--- src/rtl/uart_probe_pkg.sv ---
// Shared constants, FSM encodings and helpers for the UART/LED probe.
package uart_probe_pkg;

  localparam int PARITY_NONE = 0;
  localparam int PARITY_ODD  = 1;
  localparam int PARITY_EVEN = 2;

  typedef enum logic [2:0] {
    TX_IDLE,
    TX_START,
    TX_DATA,
    TX_PARITY,
    TX_STOP
  } tx_state_t;

  typedef enum logic [2:0] {
    RX_IDLE,
    RX_START,
    RX_DATA,
    RX_PARITY,
    RX_STOP,
    RX_WAIT_HIGH
  } rx_state_t;

  function automatic int clog2(input int value);
    int result;
    int v;
    result = 0;
    v = value - 1;
    while (v > 0) begin
      result++;
      v = v >> 1;
    end
    return result;
  endfunction

  // Parity bit to transmit for the low nbits of data under the given mode.
  function automatic logic parity_bit(input logic [8:0] data, input int nbits, input int mode);
    logic ones;
    ones = 1'b0;
    for (int i = 0; i < 9; i++) begin
      if (i < nbits) ones = ones ^ data[i];
    end
    return (mode == PARITY_ODD) ? ~ones : ones;
  endfunction

endpackage

--- src/rtl/uart_probe_fifo.sv ---
// First-word-fall-through synchronous FIFO; a pop frees a slot for a same-cycle push when full.
module uart_probe_fifo
  import uart_probe_pkg::*;
#(
  parameter int WIDTH = 10,
  parameter int DEPTH = 16
) (
  input  logic             clk,
  input  logic             reset,
  input  logic             push,
  input  logic [WIDTH-1:0] push_data,
  input  logic             pop,
  output logic [WIDTH-1:0] head_data,
  output logic             full,
  output logic             empty
);

  localparam int AW = clog2(DEPTH);

  logic [WIDTH-1:0] mem [DEPTH];
  logic [AW:0]      wr_ptr_reg;
  logic [AW:0]      rd_ptr_reg;
  logic             do_push;
  logic             do_pop;

  assign empty     = (wr_ptr_reg == rd_ptr_reg);
  assign full      = (wr_ptr_reg[AW] != rd_ptr_reg[AW]) &&
                     (wr_ptr_reg[AW-1:0] == rd_ptr_reg[AW-1:0]);
  assign do_pop    = pop & ~empty;
  assign do_push   = push & (~full | do_pop);
  assign head_data = mem[rd_ptr_reg[AW-1:0]];

  always_ff @(posedge clk or posedge reset) begin
    if (reset) begin
      wr_ptr_reg <= '0;
      rd_ptr_reg <= '0;
    end else begin
      if (do_push) wr_ptr_reg <= wr_ptr_reg + (AW+1)'(1);
      if (do_pop)  rd_ptr_reg <= rd_ptr_reg + (AW+1)'(1);
    end
  end

  always_ff @(posedge clk) begin
    if (do_push) mem[wr_ptr_reg[AW-1:0]] <= push_data;
  end

endmodule

--- src/rtl/uart_led_probe.sv ---
// SoC I/O probe: UART transmitter into the DUT, UART receiver with FIFO from the DUT,
// LED change tracker and an activity watchdog.
module uart_led_probe
  import uart_probe_pkg::*;
#(
  parameter int CLKS_PER_BIT    = 16,
  parameter int DATA_BITS       = 8,
  parameter int PARITY          = 0,
  parameter int STOP_BITS       = 1,
  parameter int FIFO_DEPTH      = 16,
  parameter int LED_W           = 8,
  parameter int WATCHDOG_CYCLES = 500000
) (
  input  logic                 clk,
  input  logic                 reset,
  input  logic [DATA_BITS-1:0] tx_data,
  input  logic                 tx_valid,
  output logic                 tx_ready,
  output logic                 uart_rx,
  input  logic                 uart_tx,
  output logic [DATA_BITS-1:0] rx_data,
  output logic                 rx_parity_err,
  output logic                 rx_frame_err,
  output logic                 rx_valid,
  input  logic                 rx_ready,
  output logic                 rx_overflow,
  input  logic [LED_W-1:0]     led,
  output logic [LED_W-1:0]     led_value,
  output logic                 led_change,
  output logic [15:0]          led_change_count,
  output logic                 watchdog_expired
);

  localparam int CW = clog2(CLKS_PER_BIT) + 1;

  // ---------------- TX ----------------
  tx_state_t            tx_state_reg, tx_state_next;
  logic [CW-1:0]        tx_cnt_reg, tx_cnt_next;
  logic [3:0]           tx_bit_reg, tx_bit_next;
  logic [DATA_BITS-1:0] tx_shift_reg, tx_shift_next;
  logic                 tx_par_reg, tx_par_next;
  logic                 tx_line_reg, tx_line_next;
  logic                 tx_bit_end;
  logic                 tx_handshake;
  logic [8:0]           tx_data_ext;

  assign tx_ready     = (tx_state_reg == TX_IDLE);
  assign tx_handshake = tx_valid & tx_ready;
  assign tx_bit_end   = (tx_cnt_reg == CW'(CLKS_PER_BIT - 1));
  assign uart_rx      = tx_line_reg;

  always_comb begin
    tx_data_ext = '0;
    tx_data_ext[DATA_BITS-1:0] = tx_data;
  end

  always_comb begin
    tx_state_next = tx_state_reg;
    tx_cnt_next   = tx_cnt_reg;
    tx_bit_next   = tx_bit_reg;
    tx_shift_next = tx_shift_reg;
    tx_par_next   = tx_par_reg;
    tx_line_next  = 1'b1;
    case (tx_state_reg)
      TX_IDLE: begin
        if (tx_valid) begin
          tx_state_next = TX_START;
          tx_cnt_next   = '0;
          tx_shift_next = tx_data;
          tx_par_next   = parity_bit(tx_data_ext, DATA_BITS, PARITY);
        end
      end
      TX_START: begin
        if (tx_bit_end) begin
          tx_state_next = TX_DATA;
          tx_cnt_next   = '0;
          tx_bit_next   = '0;
        end else tx_cnt_next = tx_cnt_reg + CW'(1);
      end
      TX_DATA: begin
        if (tx_bit_end) begin
          tx_cnt_next   = '0;
          tx_shift_next = tx_shift_reg >> 1;
          if (tx_bit_reg == 4'(DATA_BITS - 1)) begin
            tx_bit_next   = '0;
            tx_state_next = (PARITY != PARITY_NONE) ? TX_PARITY : TX_STOP;
          end else tx_bit_next = tx_bit_reg + 4'd1;
        end else tx_cnt_next = tx_cnt_reg + CW'(1);
      end
      TX_PARITY: begin
        if (tx_bit_end) begin
          tx_state_next = TX_STOP;
          tx_cnt_next   = '0;
          tx_bit_next   = '0;
        end else tx_cnt_next = tx_cnt_reg + CW'(1);
      end
      TX_STOP: begin
        if (tx_bit_end) begin
          tx_cnt_next = '0;
          if (tx_bit_reg == 4'(STOP_BITS - 1)) tx_state_next = TX_IDLE;
          else tx_bit_next = tx_bit_reg + 4'd1;
        end else tx_cnt_next = tx_cnt_reg + CW'(1);
      end
      default: tx_state_next = TX_IDLE;
    endcase
    // Line level is registered from the next state so the serial output never glitches.
    case (tx_state_next)
      TX_START:  tx_line_next = 1'b0;
      TX_DATA:   tx_line_next = tx_shift_next[0];
      TX_PARITY: tx_line_next = tx_par_next;
      default:   tx_line_next = 1'b1;
    endcase
  end

  always_ff @(posedge clk or posedge reset) begin
    if (reset) begin
      tx_state_reg <= TX_IDLE;
      tx_cnt_reg   <= '0;
      tx_bit_reg   <= '0;
      tx_shift_reg <= '0;
      tx_par_reg   <= 1'b0;
      tx_line_reg  <= 1'b1;
    end else begin
      tx_state_reg <= tx_state_next;
      tx_cnt_reg   <= tx_cnt_next;
      tx_bit_reg   <= tx_bit_next;
      tx_shift_reg <= tx_shift_next;
      tx_par_reg   <= tx_par_next;
      tx_line_reg  <= tx_line_next;
    end
  end

  // ---------------- RX ----------------
  rx_state_t            rx_state_reg, rx_state_next;
  logic [CW-1:0]        rx_cnt_reg, rx_cnt_next;
  logic [3:0]           rx_bit_reg, rx_bit_next;
  logic [DATA_BITS-1:0] rx_shift_reg, rx_shift_next;
  logic                 rx_perr_reg, rx_perr_next;
  logic [1:0]           rx_sync_reg;
  logic                 rx_prev_reg;
  logic                 rx_sync;
  logic                 rx_bit_end;
  logic                 rx_push;
  logic [DATA_BITS+1:0] rx_push_data;
  logic [8:0]           rx_shift_ext;

  assign rx_sync      = rx_sync_reg[1];
  assign rx_bit_end   = (rx_cnt_reg == CW'(CLKS_PER_BIT - 1));
  assign rx_push_data = {~rx_sync, rx_perr_reg, rx_shift_reg};

  always_comb begin
    rx_shift_ext = '0;
    rx_shift_ext[DATA_BITS-1:0] = rx_shift_reg;
  end

  always_comb begin
    rx_state_next = rx_state_reg;
    rx_cnt_next   = rx_cnt_reg;
    rx_bit_next   = rx_bit_reg;
    rx_shift_next = rx_shift_reg;
    rx_perr_next  = rx_perr_reg;
    rx_push       = 1'b0;
    case (rx_state_reg)
      RX_IDLE: begin
        if (rx_prev_reg && !rx_sync) begin
          rx_state_next = RX_START;
          rx_cnt_next   = '0;
        end
      end
      RX_START: begin
        if (rx_cnt_reg == CW'(CLKS_PER_BIT / 2 - 1)) begin
          rx_cnt_next = '0;
          rx_bit_next = '0;
          rx_state_next = rx_sync ? RX_IDLE : RX_DATA;
        end else rx_cnt_next = rx_cnt_reg + CW'(1);
      end
      RX_DATA: begin
        if (rx_bit_end) begin
          rx_cnt_next   = '0;
          rx_shift_next = {rx_sync, rx_shift_reg[DATA_BITS-1:1]};
          if (rx_bit_reg == 4'(DATA_BITS - 1)) begin
            rx_perr_next  = 1'b0;
            rx_state_next = (PARITY != PARITY_NONE) ? RX_PARITY : RX_STOP;
          end else rx_bit_next = rx_bit_reg + 4'd1;
        end else rx_cnt_next = rx_cnt_reg + CW'(1);
      end
      RX_PARITY: begin
        if (rx_bit_end) begin
          rx_cnt_next   = '0;
          rx_perr_next  = rx_sync ^ parity_bit(rx_shift_ext, DATA_BITS, PARITY);
          rx_state_next = RX_STOP;
        end else rx_cnt_next = rx_cnt_reg + CW'(1);
      end
      RX_STOP: begin
        if (rx_bit_end) begin
          rx_cnt_next   = '0;
          rx_push       = 1'b1;
          rx_state_next = rx_sync ? RX_IDLE : RX_WAIT_HIGH;
        end else rx_cnt_next = rx_cnt_reg + CW'(1);
      end
      RX_WAIT_HIGH: begin
        if (rx_sync) rx_state_next = RX_IDLE;
      end
      default: rx_state_next = RX_IDLE;
    endcase
  end

  always_ff @(posedge clk or posedge reset) begin
    if (reset) begin
      rx_state_reg <= RX_IDLE;
      rx_cnt_reg   <= '0;
      rx_bit_reg   <= '0;
      rx_shift_reg <= '0;
      rx_perr_reg  <= 1'b0;
      rx_sync_reg  <= 2'b11;
      rx_prev_reg  <= 1'b1;
    end else begin
      rx_state_reg <= rx_state_next;
      rx_cnt_reg   <= rx_cnt_next;
      rx_bit_reg   <= rx_bit_next;
      rx_shift_reg <= rx_shift_next;
      rx_perr_reg  <= rx_perr_next;
      rx_sync_reg  <= {rx_sync_reg[0], uart_tx};
      rx_prev_reg  <= rx_sync;
    end
  end

  // ---------------- RX FIFO ----------------
  logic [DATA_BITS+1:0] fifo_head;
  logic                 fifo_full;
  logic                 fifo_empty;
  logic                 overflow_reg;

  uart_probe_fifo #(
    .WIDTH(DATA_BITS + 2),
    .DEPTH(FIFO_DEPTH)
  ) u_fifo (
    .clk      (clk),
    .reset    (reset),
    .push     (rx_push),
    .push_data(rx_push_data),
    .pop      (rx_ready),
    .head_data(fifo_head),
    .full     (fifo_full),
    .empty    (fifo_empty)
  );

  assign rx_valid      = ~fifo_empty;
  assign rx_data       = fifo_head[DATA_BITS-1:0];
  assign rx_parity_err = fifo_head[DATA_BITS];
  assign rx_frame_err  = fifo_head[DATA_BITS+1];
  assign rx_overflow   = overflow_reg;

  // A full FIFO is never empty, so rx_ready alone means the pop frees a slot.
  always_ff @(posedge clk or posedge reset) begin
    if (reset) overflow_reg <= 1'b0;
    else if (rx_push && fifo_full && !rx_ready) overflow_reg <= 1'b1;
  end

  // ---------------- LED tracker and watchdog ----------------
  logic [LED_W-1:0] led_value_reg;
  logic [LED_W-1:0] led_prev_reg;
  logic             led_change_reg;
  logic [15:0]      led_count_reg;
  logic [31:0]      wd_cnt_reg, wd_cnt_next;
  logic             wd_expired_reg;

  assign led_value        = led_value_reg;
  assign led_change       = led_change_reg;
  assign led_change_count = led_count_reg;
  assign watchdog_expired = wd_expired_reg;

  always_comb begin
    wd_cnt_next = wd_cnt_reg;
    if (led_change_reg || rx_push || tx_handshake) wd_cnt_next = '0;
    else if (wd_cnt_reg != 32'hFFFF_FFFF) wd_cnt_next = wd_cnt_reg + 32'd1;
  end

  always_ff @(posedge clk or posedge reset) begin
    if (reset) begin
      led_value_reg  <= '0;
      led_prev_reg   <= '0;
      led_change_reg <= 1'b0;
      led_count_reg  <= '0;
      wd_cnt_reg     <= '0;
      wd_expired_reg <= 1'b0;
    end else begin
      led_value_reg  <= led;
      led_prev_reg   <= led_value_reg;
      led_change_reg <= (led_value_reg != led_prev_reg);
      if ((led_value_reg != led_prev_reg) && (led_count_reg != 16'hFFFF))
        led_count_reg <= led_count_reg + 16'd1;
      wd_cnt_reg <= wd_cnt_next;
      if (wd_cnt_next == 32'(WATCHDOG_CYCLES)) wd_expired_reg <= 1'b1;
    end
  end

endmodule

--- config.mk ---
export PLATFORM = sky130hd
export DESIGN_NAME = uart_led_probe
export DESIGN_NICKNAME = d
export VERILOG_FILES = /design/src/rtl/uart_probe_pkg.sv /design/src/rtl/uart_probe_fifo.sv /design/src/rtl/uart_led_probe.sv
export SDC_FILE = /design/constraint.sdc
export NUM_CORES = 1
export LEC_CHECK = 0
export CORE_MARGIN = 3
export CORE_UTILIZATION = 45
export CTS_BUF_LIST = sky130_fd_sc_hd__clkbuf_4 sky130_fd_sc_hd__clkbuf_8
export CTS_CLUSTER_DIAMETER = 200
export DETAILED_ROUTE_END_ITERATION = 7
export PLACE_DENSITY = 0.76
export SYNTH_ARGS = -nofsm -noshare
export SYNTH_HDL_FRONTEND = slang
export SYNTH_SLANG_ARGS = --single-unit
--- constraint.sdc ---
create_clock -name clk -period 3.6 [get_ports clk]
set_input_delay 0.54 -clock clk [delete_from_list [all_inputs] [get_ports clk]]
set_output_delay 0.54 -clock clk [all_outputs]
set_load 0.02 [all_outputs]
Word-level counts from Yosys, hierarchy flattened --
Memories as Yosys holds them, arrays and structs flattened. Index checks and enable logic that the tools add are counted.
Word-level totals: word-level logic and storage cells 201, memories 1, output and inout bits 40, register bits after elaboration 123, input port bits 21, bits in writable memories 160
Operators by class: multiplexer cells 81, add/sub/neg operators 8, bitwise logic cells 22, equal/unequal tests 37, reduce and logical (&&, ||, !) cells 29
Memories:
- u_fifo.mem | depth 16, bits a word 10, rd ports 1, clocked after Yosys merged registers in 0, write ports 1, RTL line uart_probe_fifo.sv:20 | logic [WIDTH-1:0] mem [DEPTH];
Operators by type and width (number):
- two-way mux 32 bit | 2
- two-way mux 3 bit | 15
- two-way mux 1 bit | 39
- adder 32 x 1 -> 32 bit (second input constant) | 1
- equality test 32 x 19 -> 1 bit (second input constant) | 1
- two-way mux 4 bit | 8
- inequality test 32 bit (second input constant) | 1
- two-way mux 5 bit | 5
- inequality test 2 bit (second input constant) | 12
- adder 5 x 1 -> 5 bit (second input constant) | 4
- equality test 3 x 2 -> 1 bit (second input constant) | 6
- case mux 3 bit (6 select lines) | 1
- adder 16 x 1 -> 16 bit (second input constant) | 1
- two-way mux 8 bit | 2
- inequality test 16 bit (second input constant) | 1
- case mux 8 bit (2 select lines) | 1
- case mux 3 bit (5 select lines) | 1
- case mux 5 bit (3 select lines) | 1
- XOR 1 bit | 15
- case mux 4 bit (3 select lines) | 1
- equality test 5 x 4 -> 1 bit (second input constant) | 2
- case mux 5 bit (2 select lines) | 1
- equality test 3 x 1 -> 1 bit (second input constant) | 3
- equality test 3 bit (second input constant) | 3
- 30 further kinds | 50

Longest topological paths before layout --
depth after elaboration 27, mapped depth 10, gate-level depth less buffers 10

Cells and area by module --
Synthesis repeated with hierarchy kept, for this count alone.
Unflattened totals: cell total of the unflattened synthesis 875, area, all modules 12424.4 um^2
By module, submodules not included:
- uart_probe_fifo | area each 6785.3 um^2, seq. area each 5054.8 um^2, times used 1, cells each 318
- uart_led_probe | area each 5639.2 um^2, seq. area each 2832.7 um^2, times used 1, cells each 557

Worst setup path after synthesis --
Ideal clock, no wire load.
path kind register to register, start point reg rx_cnt_reg[0], end point mem u_fifo.mem[3][0] (enable), arrival time 2.654 ns, path buffers 1, setup time 0.390 ns, period minus slack after synthesis 3.044 ns, cell stages (with the launch flop) 9, required time 3.210 ns, slack 0.556 ns, path through dfrtp_1 > ha_1 > and3_1 > ha_1 > nor4bb_1 > nor2b_1 > clkbuf_1 > nand2_1 > nor3_1
On the way: longest elaborated chain between the ends 6
RTL lines:
- start: declaration | RTL line uart_led_probe.sv:135 | logic [CW-1:0] rx_cnt_reg, rx_cnt_next;
- start signal: assignment | RTL line uart_led_probe.sv:219 | rx_cnt_reg <= rx_cnt_next;
- equality test 5 x 4 -> 1 bit | RTL line uart_led_probe.sv:148 | assign rx_bit_end = (rx_cnt_reg == CW'(CLKS_PER_BIT - 1));
- two-way mux 1 bit | RTL line uart_led_probe.sv:195 | if (rx_bit_end) begin
- two-way mux 1 bit | RTL line uart_led_probe.sv:163 | case (rx_state_reg)
- AND 1 bit | RTL line uart_probe_fifo.sv:30 | assign do_push = push & (~full | do_pop);
- two-way mux 1 bit | RTL line uart_probe_fifo.sv:44 | if (do_push) mem[wr_ptr_reg[AW-1:0]] <= push_data;
- two-way mux 1 bit (not written as such) | RTL line uart_probe_fifo.sv:44
- end: declaration | RTL line uart_probe_fifo.sv:20
No other way between the ends.

Worst setup path after layout --
start point reg u_fifo.rd_ptr_reg[0], end point out rx_data[6]
On the way: longest elaborated chain between the ends 1
RTL lines:
- start: declaration | RTL line uart_probe_fifo.sv:22 | logic [AW:0] rd_ptr_reg;
- start signal: assignment | RTL line uart_probe_fifo.sv:39 | if (do_pop) rd_ptr_reg <= rd_ptr_reg + (AW+1)'(1);
- memory (16 x 10 bit)
- end: declaration | RTL line uart_led_probe.sv:21 | output logic [DATA_BITS-1:0] rx_data,
No other way between the ends.

==> metrics.md <==
| Metric | Value |
|---|---|
| Post-synth ARST share | 43.5% |
| Syn-to-layout area delta | 17.2% |
| Hold path cells | 0 |
| Crit Path Max Fanout | 20 |
| Synth Net Count | 894 |
| P_sw | 2.45 mW |
| Clk_lat worst skew | 560 ps |
| Antenna cell count | 0 |
| Slew HR | 47.3% |
| Synth top area share | 38.9% |
| EDFF count, synth | 160 |
| Final Max Tran Viols | 0 |
| Met1 Usage GRT | 21.6% |
| Max-cap viol count | 0 |
| Max VDD drop | 369 uV |
| Overall power | 8.72 mW |
| Avg WL per Cell | 18.4 um |
| Deepest clock path buffer count | 3 |
| PwrDens | 602 nW/um^2 |
| Critical path launch point | u_fifo.rd_ptr_reg[0]$_DFFE_PP0P_ |
| Synth Warn # | 0 |
| CP max stage delay | 560 ps |
| Worst hold margin | 376 ps |
| CP Capture Point | rx_data[6] |
| Met2 Usage GRT | 28.5% |
| HPWL Detailed | 16.1 mm |
| Starting Density | 45.9% |
| IO Count | 61 |
| Final Wtd Congestion | 0.893 |
| Startpoint Class | flop |
| Synthesis-stage register bit count | 283 |
| Critical Path AT | 2920 ps |
| RSZ-0062 raised after global routing | no |
| Post-synth top cells | edfxtp_1 (160), dfrtp_1 (119), nor2_1 (64) |
| Worst R2R Path Depth | 11 |
| Count leader, synth | edfxtp_1 |
| WL final | 24.5 mm |
| Final setup vio count | 0 |
| FP Rows | 60 |
| Switching share of power | 28.1% |
| Met3 Use GR | 3.45% |
| Number of port buffers | 60 |
| Crit-path most repeated cell | mux4_2 |
| Global route hottest layer | met2 |
| Iter 0 DRT Violations | 701 |
| Htree depth | 2 |
| Die width | 172 um |
| Vias | 7459 |
| Hold/Removal Path Class | reg2reg |
| Mapped Area | 12400 sq um |
| Comb power frac | 23.4% |
| Final period utilization | 96.0% |
| CP cell instances | buf_16 > mux4_2 > mux4_2 > clkdlybuf4s50_1 |
| Root buf cell | clkbuf_8 |
| Total Routing Usage GR | 16.8% |
| Status | completed |
| FMAX | 289 MHz |
| Synth top area cells | edfxtp_1 (39%), dfrtp_1 (24%), mux4_2 (9.1%) |
| Distinct cells, synth | 72 |
| Number of buffers created by CTS | 46 |
| Hold_buf cts | 0 |
| R2r endpoint | watchdog_expired$_DFFE_PP0N_ |
| Setup TNS | 0 ps |
| Worst path slowest cell | clkdlybuf4s50_1 |
| Core area | 27000 sq um |
| Clock Sinks | 283 |
| Sequential cell area fraction in the yosys report | 63.8% |
| Crit Path Class | reg2out |
| Placed Cells | 1253 |
| Critical R2R Launch | rx_cnt_reg[0]$_DFFE_PP0P_ |
| Internal power component | 6.27 mW |
| Layout cells sized above 1 | 19.7% |
| Clk network pwr share | 32.4% |
| Post-route insts no fill | 1334 |
| GRT overflow | 0 |
| Worst Tran Pin Value | 789 ps |
| Final min period | 3460 ps |
| R2r setup slk | 540 ps |
| Static Leak | 5.26 nW |
| Mapped Cells | 859 |
| Largest net degree at the start of global routing | 46 |
| Sequential fraction of design power | 44.2% |
| DR pass1 iterations | 5 |
| Mean Syn Cell Area | 14.4 sq um |
| Nets | 996 |
| DRT antenna net count | 0 |
| Antenna violations before repair | 0 |
| CP Capture Type | output pin |
| First-pass GRT wire length | 39.5 mm |
| Number of global-route vias before repair | 7684 |
| CP required | 3060 ps |
| Die ar. | 29500 sq um |
| Most used DFF post-synth | edfxtp_1 |
| Skew final | 17.9 ps |
| TritonCTS clock tree | done |
| Clock Pin Slew Worst Setup and Hold Paths | 70 ps |
| Die H | 172 um |
| Drc violations | 0 |
| Final Hold Vio Count | 0 |
| Via/cell ratio | 5.59 |
| Leading area contributor after synthesis | edfxtp_1 |
| Max reg flops | 160 |
==> kinds of logic (layout without fill, tap and decap cells) <==
group,after synthesis,in the layout,synth area share (%)
AO/OA/AOI/OAI,102,102,5.62
XOR/XNOR,72,72,5.10
adder cells (fa/ha/maj),14,14,1.42
buffers and inverters,57,191,1.79
flip-flops,283,283,63.8
multiplexers,66,66,10.5
AND/OR/NAND/NOR,265,265,11.7
==> per-layer routing <==
layer	routed length, um	up-vias
li1	-	3461
met1	10400	3708
met2	12000	242
met3	1470	48
met4	646	0
met5	0	-
==> power by group through the flow <==
stage | logic (mW) | registers (mW) | clock network (mW)
after floorplan | 1.43 | 3.87 | 0
after global placement | 1.99 | 3.90 | 0
after detailed placement | 2.03 | 3.91 | 0
after CTS | 2.03 | 3.85 | 2.90
after global routing | 2.22 | 3.90 | 3.04
final | 2.04 | 3.86 | 2.83
==> final cells by class <==
type	count	area, sq um
Sequential cell	283	7890
Multi-Input combinational cell	519	4250
Clock buffer	65	801
Clock inverter	15	143
Tap cell	341	427
Inverter	21	82.6
Timing Repair Buffer	90	888
Fill cell	2131	12500
==> critical path, delay by kind of cell, from the launching register on <==
family	cells	cell delay (ps)
buffers and inverters	2	800
muxes	2	1040
DFF	1	510
==> through the flow <==
step	utilization [%]	instance area [sq um]	setup slack, ps
2_1_floorplan	-	12400	556
3_3_place_gp	50.1	13500	575
3_5_place_dp	50.1	13500	549
4_1_cts	53.6	14500	44.2
5_1_grt	53.7	14500	38.9
6_report	53.7	14500	144
==> worst min path at each step <==
| stage | start | to |
|---|---|---|
| 2_1_floorplan | rx_sync_reg[0]$_DFF_PP1_ | rx_sync_reg[1]$_DFF_PP1_ |
| 3_3_place_gp | rx_sync_reg[0]$_DFF_PP1_ | rx_sync_reg[1]$_DFF_PP1_ |
| 3_5_place_dp | rx_sync_reg[0]$_DFF_PP1_ | rx_sync_reg[1]$_DFF_PP1_ |
| 4_1_cts | uart_tx | rx_sync_reg[0]$_DFF_PP1_ |
| 5_1_grt | uart_tx | rx_sync_reg[0]$_DFF_PP1_ |
| 6_report | rx_sync_reg[0]$_DFF_PP1_ | rx_sync_reg[1]$_DFF_PP1_ |
==> placed cells by master, fill, tap and decap left out, drive strengths merged, types with 4 or more instances in the layout <==
cell type	count
edfxtp	160
clkbuf	66
nor3	20
nand3	22
ha	14
nor2b	8
xor2	26
a21oi	24
clkinv	10
a31oi	8
clkdlybuf4s50	60
o21ai	32
a211oi	5
inv	23
nand2b	9
nor2	65
nand4	27
dfstp	4
and2	9
or3	8
xnor2	46
dfrtp	119
and4	6
mux4	50
buf	29
nor4	11
mux2	13
a222oi	6
nand2	53
and3	13
==> what timing repair did <==
item                                    CTS  global route
endpoints found under the setup margin    0             2
setup buffers                             0             0
resized for setup                         0             1
(Power assumes the default switching activity.)
